$ cat config.mk
export PLATFORM = sky130hd
export DESIGN_NAME = pattern_scan_ctrl_flat
export DESIGN_NICKNAME = d
export VERILOG_FILES = /design/src/rtl/pattern_scan_ctrl_pkg.sv /design/src/rtl/pattern_scan_ctrl_if.sv /design/src/rtl/pattern_scan_ctrl_seq_1011_core.sv /design/src/rtl/pattern_scan_ctrl.sv /design/src/flat_wrapper.sv
export SDC_FILE = /design/constraint.sdc
export NUM_CORES = 1
export LEC_CHECK = 0
export CORE_UTILIZATION = 38
export CTS_BUF_LIST = sky130_fd_sc_hd__clkbuf_8
export DETAILED_ROUTE_END_ITERATION = 7
export PLACE_DENSITY = 0.71
export SYNTH_ARGS = -nofsm -noshare
export SYNTH_HDL_FRONTEND = slang
export SYNTH_SLANG_ARGS = --single-unit
$ cat constraint.sdc
create_clock -name clk -period 2.8 [get_ports clk]
set_clock_uncertainty 0.1 [all_clocks]
set_input_delay 0.84 -clock clk [delete_from_list [all_inputs] [get_ports clk]]
set_output_delay 0.84 -clock clk [all_outputs]
set_load 0.01 [all_outputs]
$ cat src/rtl/pattern_scan_ctrl_pkg.sv
// pattern_scan_ctrl_pkg
// Shared types and constants for the 1011 pattern scan controller:
// controller FSM states, detector FSM states and the detected pattern.
package pattern_scan_ctrl_pkg;

  typedef enum logic [1:0] {
    IDLE,
    LOAD,
    SHIFT,
    DONE
  } ctrl_state_t;

  // Detector states name the prefix of PATTERN already matched:
  // S0 none, S1 "1", S2 "10", S3 "101".
  typedef enum logic [1:0] {
    S0,
    S1,
    S2,
    S3
  } det_state_t;

  localparam logic [3:0] PATTERN = 4'b1011;

endpackage

$ cat src/rtl/pattern_scan_ctrl_if.sv
// pattern_scan_ctrl_if
// Word stream handshake between a producer and pattern_scan_ctrl.
//   in_valid  producer word valid        (master -> slave)
//   in_data   producer word, DATA_W bits (master -> slave)
//   in_ready  controller can accept word (slave -> master)
interface pattern_scan_ctrl_if #(
  parameter int DATA_W = 8
);

  logic              in_valid;
  logic [DATA_W-1:0] in_data;
  logic              in_ready;

  modport master (
    output in_valid,
    output in_data,
    input  in_ready
  );

  modport slave (
    input  in_valid,
    input  in_data,
    output in_ready
  );

endinterface

$ cat src/rtl/pattern_scan_ctrl_seq_1011_core.sv
// seq_1011_core
// Serial 1011 detector FSM with a Mealy hit output.
//   clk, rstn  clock, asynchronous active-low reset
//   clr        synchronous return to S0 (wins over en)
//   en         advance one bit; state holds when low
//   din        serial bit
//   hit        combinational: final bit of the pattern seen this cycle
// Configuration macro: OVERLAP_DETECT_EN -- when defined, a hit leaves
// the detector in S1 so overlapping occurrences are counted; otherwise
// it restarts from S0.
module seq_1011_core
  import pattern_scan_ctrl_pkg::*;
(
  input  logic clk,
  input  logic rstn,
  input  logic clr,
  input  logic en,
  input  logic din,
  output logic hit
);

  det_state_t r_state;
  det_state_t w_next;

  always_ff @(posedge clk or negedge rstn) begin
    if (!rstn) begin
      r_state <= S0;
    end else if (clr) begin
      r_state <= S0;
    end else if (en) begin
      r_state <= w_next;
    end
  end

  always_comb begin
    w_next = r_state;
    hit    = 1'b0;
    case (r_state)
      S0: w_next = (din == PATTERN[3]) ? S1 : S0;
      S1: w_next = (din == PATTERN[2]) ? S2 : S1;
      S2: w_next = (din == PATTERN[1]) ? S3 : S0;
      S3: begin
        if (din == PATTERN[0]) begin
          hit = en;
`ifdef OVERLAP_DETECT_EN
          w_next = S1;
`else
          w_next = S0;
`endif
        end else begin
          w_next = S2;
        end
      end
      default: w_next = S0;
    endcase
  end

endmodule

$ cat src/rtl/pattern_scan_ctrl.sv
// pattern_scan_ctrl
// Frame controller: accepts DATA_W-bit words over a valid/ready handshake,
// shifts each MSB-first into a 1011 detector one bit per cycle, and counts
// detections over a frame of frame_len words.
//   clk, rstn  clock, asynchronous active-low reset
//   start      begin a frame (IDLE only); frame_len sampled with it
//   abort      return to IDLE from any active state, no done pulse
//   in_if      slave side of the word handshake (in_ready only in LOAD)
//   det_hit    registered one-cycle pulse per detection
//   match_cnt  saturating detection count of the current/last frame
//   busy       high in LOAD, SHIFT and DONE
//   done       one-cycle pulse at normal frame end
// Configuration macro: OVERLAP_DETECT_EN (see seq_1011_core).
module pattern_scan_ctrl
  import pattern_scan_ctrl_pkg::*;
#(
  parameter int DATA_W = 8,
  parameter int CNT_W  = 8,
  parameter int LEN_W  = 8
) (
  input  logic                 clk,
  input  logic                 rstn,
  input  logic                 start,
  input  logic [LEN_W-1:0]     frame_len,
  input  logic                 abort,
  pattern_scan_ctrl_if.slave   in_if,
  output logic                 det_hit,
  output logic [CNT_W-1:0]     match_cnt,
  output logic                 busy,
  output logic                 done
);

  localparam int BIT_W = (DATA_W > 1) ? $clog2(DATA_W) : 1;
  localparam logic [BIT_W-1:0] LAST_BIT = BIT_W'(DATA_W - 1);

  ctrl_state_t       r_state;
  ctrl_state_t       w_next;
  logic [DATA_W-1:0] r_shreg;
  logic [LEN_W-1:0]  r_words;
  logic [BIT_W-1:0]  r_bitidx;
  logic              r_det_hit;
  logic [CNT_W-1:0]  r_match_cnt;

  logic w_frame_start;
  logic w_accept;
  logic w_det_en;
  logic w_det_hit;

  always_comb begin
    w_next        = r_state;
    w_frame_start = 1'b0;
    w_accept      = 1'b0;
    case (r_state)
      IDLE: begin
        if (start) begin
          w_frame_start = 1'b1;
          w_next        = (frame_len != '0) ? LOAD : DONE;
        end
      end
      LOAD: begin
        if (in_if.in_valid) begin
          w_accept = 1'b1;
          w_next   = SHIFT;
        end
      end
      SHIFT: begin
        if (r_bitidx == LAST_BIT) begin
          w_next = (r_words != '0) ? LOAD : DONE;
        end
      end
      DONE:    w_next = IDLE;
      default: w_next = IDLE;
    endcase
    // Abort overrides everything except reset, including a word offered in LOAD.
    if (abort && (r_state != IDLE)) begin
      w_next   = IDLE;
      w_accept = 1'b0;
    end
  end

  always_ff @(posedge clk or negedge rstn) begin
    if (!rstn) begin
      r_state     <= IDLE;
      r_shreg     <= '0;
      r_words     <= '0;
      r_bitidx    <= '0;
      r_det_hit   <= 1'b0;
      r_match_cnt <= '0;
    end else begin
      r_state   <= w_next;
      // A hit in the cycle abort is seen still lands in det_hit/match_cnt.
      r_det_hit <= w_det_hit;
      if (w_frame_start) begin
        r_match_cnt <= '0;
        r_words     <= frame_len;
      end else if (w_det_hit && (r_match_cnt != '1)) begin
        r_match_cnt <= r_match_cnt + 1'b1;
      end
      if (w_accept) begin
        r_shreg  <= in_if.in_data;
        r_words  <= r_words - 1'b1;
        r_bitidx <= '0;
      end else if (r_state == SHIFT) begin
        r_shreg  <= r_shreg << 1;
        r_bitidx <= r_bitidx + 1'b1;
      end
    end
  end

  // Detector only advances in SHIFT, so a pattern can straddle a LOAD stall.
  assign w_det_en = (r_state == SHIFT);

  seq_1011_core u_det (
    .clk  (clk),
    .rstn (rstn),
    .clr  (w_frame_start),
    .en   (w_det_en),
    .din  (r_shreg[DATA_W-1]),
    .hit  (w_det_hit)
  );

  assign in_if.in_ready = (r_state == LOAD);
  assign busy           = (r_state != IDLE);
  assign done           = (r_state == DONE);
  assign det_hit        = r_det_hit;
  assign match_cnt      = r_match_cnt;

endmodule

$ cat src/flat_wrapper.sv
// flat-port wrapper written by rule: the top's interface ports become plain ports
module pattern_scan_ctrl_flat import pattern_scan_ctrl_pkg::*;
#(
  parameter int DATA_W = 8,
  parameter int CNT_W  = 8,
  parameter int LEN_W  = 8
)
  (clk, rstn, start, frame_len, abort, det_hit, match_cnt, busy, done, in_if_in_valid, in_if_in_data, in_if_in_ready);
  pattern_scan_ctrl_if #(.DATA_W(DATA_W)) in_if_i ();
  input  logic clk;
  input  logic rstn;
  input  logic start;
  input  logic [LEN_W-1:0] frame_len;
  input  logic abort;
  output logic det_hit;
  output logic [CNT_W-1:0] match_cnt;
  output logic busy;
  output logic done;
  input wire logic [$bits(in_if_i.in_valid)-1:0] in_if_in_valid;
  input wire logic [$bits(in_if_i.in_data)-1:0] in_if_in_data;
  output wire logic [$bits(in_if_i.in_ready)-1:0] in_if_in_ready;
  assign in_if_i.in_valid = in_if_in_valid;
  assign in_if_i.in_data = in_if_in_data;
  assign in_if_in_ready = in_if_i.in_ready;
  pattern_scan_ctrl #(.DATA_W(DATA_W), .CNT_W(CNT_W), .LEN_W(LEN_W)) u_core (.clk(clk), .rstn(rstn), .start(start), .frame_len(frame_len), .abort(abort), .in_if(in_if_i), .det_hit(det_hit), .match_cnt(match_cnt), .busy(busy), .done(done));
endmodule
# Word level (Yosys, flattened, before mapping)

Cells that the tools add are included.

Bits in registers: 32

Multiplexer cells: 29
Equal/unequal tests: 11
Reductions and logical operators: 12
$add $sub $neg: 3

Operators with widths:

| operator            | number |
|---|---|
| $mux 8              | 6 |
| $mux 2              | 11 |
| $pmux 2 s4          | 2 |
| $reduce_bool 8->1   | 2 |
| $reduce_bool 2->1   | 5 |
| $add 8x1->8 const B | 1 |
| $eq 2x2->1 const B  | 4 |
| $mux 1              | 8 |
| $ne 8x8->1 const B  | 1 |
| $sub 8x1->8 const B | 1 |
| $mux 3              | 2 |
| $ne 3x2->1 const B  | 2 |
| $eq 2x1->1 const B  | 2 |
| $logic_not 2->1     | 2 |
| $add 3x1->3 const B | 1 |
| $eq 3x3->1 const B  | 1 |
| $ne 3x1->1 const B  | 1 |
| $reduce_and 3->1    | 1 |
| $logic_and 1x1->1   | 2 |

# Longest topological paths before layout

Depth after elaboration: 6
Gate-level depth with buffers: 6
Gate-level depth less buffers: 6

# Cells and area by module

A second synthesis with hierarchy kept.

Cells, all modules: 182
Area total of the unflattened synthesis: 1774.2 um^2

By module, submodules not included:

| module            | times used | area an instance (um^2) | cells each |
|---|---|---|---|
| pattern_scan_ctrl | 1          | 1669.1                  | 170 |
| seq_1011_core     | 1          | 105.1                   | 12 |

# Worst setup path after synthesis

OpenSTA, ideal clock, no wires.

Path kind: in2reg
Start point: input port start
End point: register u_core.r_words[0]
Path slack: 950 ps
Cell stages on the path: 3
Path buffers: 1
Arrival: 1627 ps
Path through: or3b_4 -> buf_4 -> o221a_1

Cells in the longest elaborated chain, start to end: 3

RTL lines:

| what                        | RTL line                 | source |
|---|---|---|
| start, declared             | flat_wrapper.sv:12       | `input logic start;` |
| $mux 1                      | pattern_scan_ctrl.sv:55  | `if (start) begin` |
| $mux 1                      | pattern_scan_ctrl.sv:53  | `case (r_state)` |
| $reduce_bool 2->1 (no line) | n/a                      |  |
| end signal, assigned        | pattern_scan_ctrl.sv:95  | `r_words <= frame_len;` |
| end signal, assigned        | pattern_scan_ctrl.sv:101 | `r_words <= r_words - 1'b1;` |
| end, declared               | pattern_scan_ctrl.sv:39  | `logic [LEN_W-1:0] r_words;` |

Every way passes these cells.
A chain may end at the register's enable or synchronous reset.

# Worst setup path in the final report

Start point: register u_core.r_state[1]
End point: output port in_if_in_ready

Cells in the longest elaborated chain, start to end: 1

RTL lines:

| what                   | RTL line                 | source |
|---|---|---|
| start, declared        | pattern_scan_ctrl.sv:36  | `ctrl_state_t r_state;` |
| start signal, assigned | pattern_scan_ctrl.sv:90  | `r_state <= w_next;` |
| $eq 2x1->1             | pattern_scan_ctrl.sv:122 | `assign in_if.in_ready = (r_state == LOAD);` |
| end, declared          | flat_wrapper.sv:21       | `output wire logic [$bits(in_if_i.in_ready)-1:0] in_if_in_ready;` |

Every way passes these cells.

==> metrics.log <==
[metrics] async set or reset register ratio after synthesis: 1.00
[metrics] power density normalized to cell area: 679 nW/µm²
[metrics] Synth Area in Compound Gates: 0.182
[metrics] maximum clock frequency: 384 MHz
[metrics] clock latency of the later-clocked register in the worst-skew pair: 0.29 ns
[metrics] synthesis-to-layout area growth: 29.1%
[metrics] setup repair after global routing missed its margin: no
[metrics] first-pass GRT wire length: 6.48 mm
[metrics] residual DRC count: 1
[metrics] pre-CTS setup slack: 0.202 ns
[metrics] number of diodes: 0
[metrics] count of placed standard cells including taps: 251
[metrics] filler-free cell count of the finished design: 259
[metrics] detailed-route via count: 1456
[metrics] count of maximum capacitance violations: 0
[metrics] Starting Density: 0.395
[metrics] class of the most critical setup path: reg2out
[metrics] weighted congestion at the end of routability-driven global placement: 0.854
[metrics] Slew @ Worst Pin: 0.461 ns
[metrics] cell accounting for the most synthesized area: sky130_fd_sc_hd__dfrtp_1
[metrics] largest net degree at the start of global routing: 33
[metrics] static leakage: 0.965 nW
[metrics] buffer count from post-CTS setup fixing: 0
[metrics] combinational family with the most area after synthesis: simple AND/OR/NAND/NOR gates
[metrics] number of synthesized register bits: 32
[metrics] final net count: 232
[metrics] count of port buffers added during placement: 32
[metrics] post-synthesis share of cell area spent on xor and xnor gates: 0.0102
[metrics] first-pass iteration count of the detailed router: 6
[metrics] number of nets still failing antenna checks after routing: 0
[metrics] number of warnings printed during yosys synthesis: 0
[metrics] Synth Area in Adders: 0.0364
[metrics] clock tree from TritonCTS: built
[metrics] clock sink total: 32
[metrics] count of distinct cell types in the synthesized netlist: 50
[metrics] initial detailed-routing violation count: 172
[metrics] peak supply drop: 0.267 mV
[metrics] final setup margin: 0.198 ns
[metrics] total negative setup slack: 0 ns
[metrics] commonest cells after routing, fill and taps aside: sky130_fd_sc_hd__clkdlybuf4s50_1 (32), sky130_fd_sc_hd__dfrtp_1 (32), sky130_fd_sc_hd__nand2_1 (30)
[metrics] gate count after technology mapping: 170
[metrics] height of the chip: 69.2 µm
[metrics] core outline area: 4350 µm²
[metrics] I/O pin total: 33
[metrics] CTS resizes: 0
[metrics] CP max FO: 12
[metrics] detailed placement HPWL: 2.68 mm
[metrics] Arrival @ worst endpoint: 1.66 ns
[metrics] Slew HR: 0.692
[metrics] All-Layer GR Usage: 0.171
[metrics] total standard cell area after synthesis: 1720 µm²
[metrics] class of the most critical hold timing path: reg2reg
[metrics] count of flip-flops with a built-in enable after synthesis: 0
[metrics] capturing element type of the critical path: output pin
[metrics] area of the die: 4790 µm²
[metrics] cts hold-fix bufs: 0
[metrics] final worst path period need: 2.60 ns
[metrics] main flop type after synthesis: sky130_fd_sc_hd__dfrtp_1
[metrics] die width: 69.2 µm
[metrics] antenna violations before repair: 0
[metrics] worst endpoint required time: 1.86 ns
[metrics] area share of the largest cell type after synthesis: 0.466
[metrics] sequential element share of the synthesized area: 0.466
[metrics] final-report hold violation count: 0
[metrics] synthesized area per cell: 10.1 µm²
[metrics] TritonCTS Buffers: 5
[metrics] proportion of layout cells with a drive suffix above 1: 0.111
[metrics] instance area after placement: 2090 µm²
[metrics] result of the run: finished with violations
[metrics] Finish-stage setup viols: 0
[metrics] multiplexer share of the synthesized area: 0.0117
[metrics] clock input transition at the sequential cells of the worst setup and hold paths: 0.07 ns
[metrics] violations in the final reports: DRC
[metrics] post-route cell area: 2220 µm²
[metrics] Simple-Gate Fraction of Synth Area: 0.252
[metrics] drt wl/cell: 14.4 µm
[metrics] H-tree lvl count: 2
[metrics] cells taking the most area after synthesis: sky130_fd_sc_hd__dfrtp_1 (47%), sky130_fd_sc_hd__nand2_1 (6.6%), sky130_fd_sc_hd__ha_1 (3.6%)
[metrics] number of global-route vias before repair: 1387
[metrics] Syn Nets: 196
[metrics] Cell Rows: 24
[metrics] Remaining Overflow, GRT: 0
[metrics] max-slew violation count: 0
[metrics] clock root buffer: sky130_fd_sc_hd__clkbuf_8
[metrics] fraction of the cycle the final worst path needs: 0.929
[metrics] detailed-route wire length: 3.72 mm
[metrics] CP Launch Type: flip-flop
[metrics] number of buffers on the longest clock path: 2
[metrics] via/cell ratio: 5.62
==> routing by layer <==
| metal | part of all wire | track usage | vias up |
|---|---|---|---|
| met1 | 0.48 | 0.236 | 701 |
| met5 | 0 | 0 | - |
| met2 | 0.45 | 0.252 | 49 |
| li1 | - | - | 699 |
| met4 | 0.013 | 0.0658 | 0 |
| met3 | 0.057 | 0.0494 | 7 |
==> final cells by class <==
| class | count | area, µm² |
|---|---|---|
| Fill cell | 403 | 2140 |
| Multi-Input combinational cell | 125 | 852 |
| Sequential cell | 32 | 801 |
| Timing Repair Buffer | 36 | 350 |
| Clock buffer | 7 | 96.3 |
| Tap cell | 52 | 65.1 |
| Clock inverter | 1 | 30.0 |
| Inverter | 6 | 22.5 |
==> sequential cells by signal, summed over array words and instances, names as in the netlist <==
signal                flops
u_core.r_shreg            8
u_core.u_det.r_state      2
u_core.r_state            2
u_core.r_bitidx           3
u_core.match_cnt          8
u_core.det_hit            1
u_core.r_words            8
==> critical path: stages, from the launching register on <==
cell and delay (ns):
sky130_fd_sc_hd__dfrtp_1 0.53, sky130_fd_sc_hd__nor2b_1 0.26, sky130_fd_sc_hd__clkdlybuf4s50_1 0.59
==> final timing paths <==
kind	end	from	cells after the start	slack (ns)
hold / removal	u_core.r_shreg[1]	u_core.r_shreg[1]	2	0.38
min in group asynchronous	u_core.r_words[7]	rstn	2	0.85
hold reg to reg	u_core.r_shreg[1]	u_core.r_shreg[1]	2	0.38
setup / recovery	in_if_in_ready	u_core.r_state[1]	2	0.20
setup reg to reg	u_core.r_words[4]	u_core.r_state[1]	3	0.90
max in group asynchronous	u_core.r_words[0]	rstn	2	1.44
==> through the flow <==
step	hold slack [ns]	util	total power [mW]
after floorplan	0.346	-	0.906
after global placement	0.360	0.480	1.01
after detailed placement	0.366	0.480	1.03
after CTS	0.384	0.509	1.52
after global routing	0.404	0.509	1.60
final	0.381	0.509	1.51
==> report_power, final <==
group          leakage, nW  total (mW)  switching (mW)  internal [mW]
registers            0.412       0.688           0.111          0.577
clock network       0.0645       0.486           0.172          0.314
logic                0.488       0.332           0.171          0.161
total                0.965        1.51           0.454           1.05
==> synth_stat cells (2+ instances only) <==
| cell type | n |
|---|---|
| sky130_fd_sc_hd__dfrtp_1 | 32 |
| sky130_fd_sc_hd__nand2_1 | 30 |
| sky130_fd_sc_hd__nor2_1 | 11 |
| sky130_fd_sc_hd__nand3_1 | 8 |
| sky130_fd_sc_hd__a22oi_1 | 7 |
| sky130_fd_sc_hd__inv_1 | 6 |
| sky130_fd_sc_hd__a21oi_1 | 5 |
| sky130_fd_sc_hd__a311oi_1 | 5 |
| sky130_fd_sc_hd__ha_1 | 5 |
| sky130_fd_sc_hd__nor3_1 | 4 |
| sky130_fd_sc_hd__o21ai_1 | 4 |
| sky130_fd_sc_hd__and2_1 | 3 |
| sky130_fd_sc_hd__buf_2 | 3 |
| sky130_fd_sc_hd__nand2b_1 | 3 |
| sky130_fd_sc_hd__nor4_1 | 3 |
| sky130_fd_sc_hd__a311o_1 | 2 |
| sky130_fd_sc_hd__buf_6 | 2 |
| sky130_fd_sc_hd__mux2i_1 | 2 |
| sky130_fd_sc_hd__nand4_1 | 2 |
| sky130_fd_sc_hd__nor2b_1 | 2 |
| sky130_fd_sc_hd__xnor2_1 | 2 |
==> cells by family after synthesis <==
family	Yosys count
muxes	2
xor gates and xnor gates	2
and+or+nand+nor	78
AOI/OAI and AO/OA	38
DFF	32
buffers and inverters	13
adders and majority gates	5
Power figures use the tool's default switching activity.
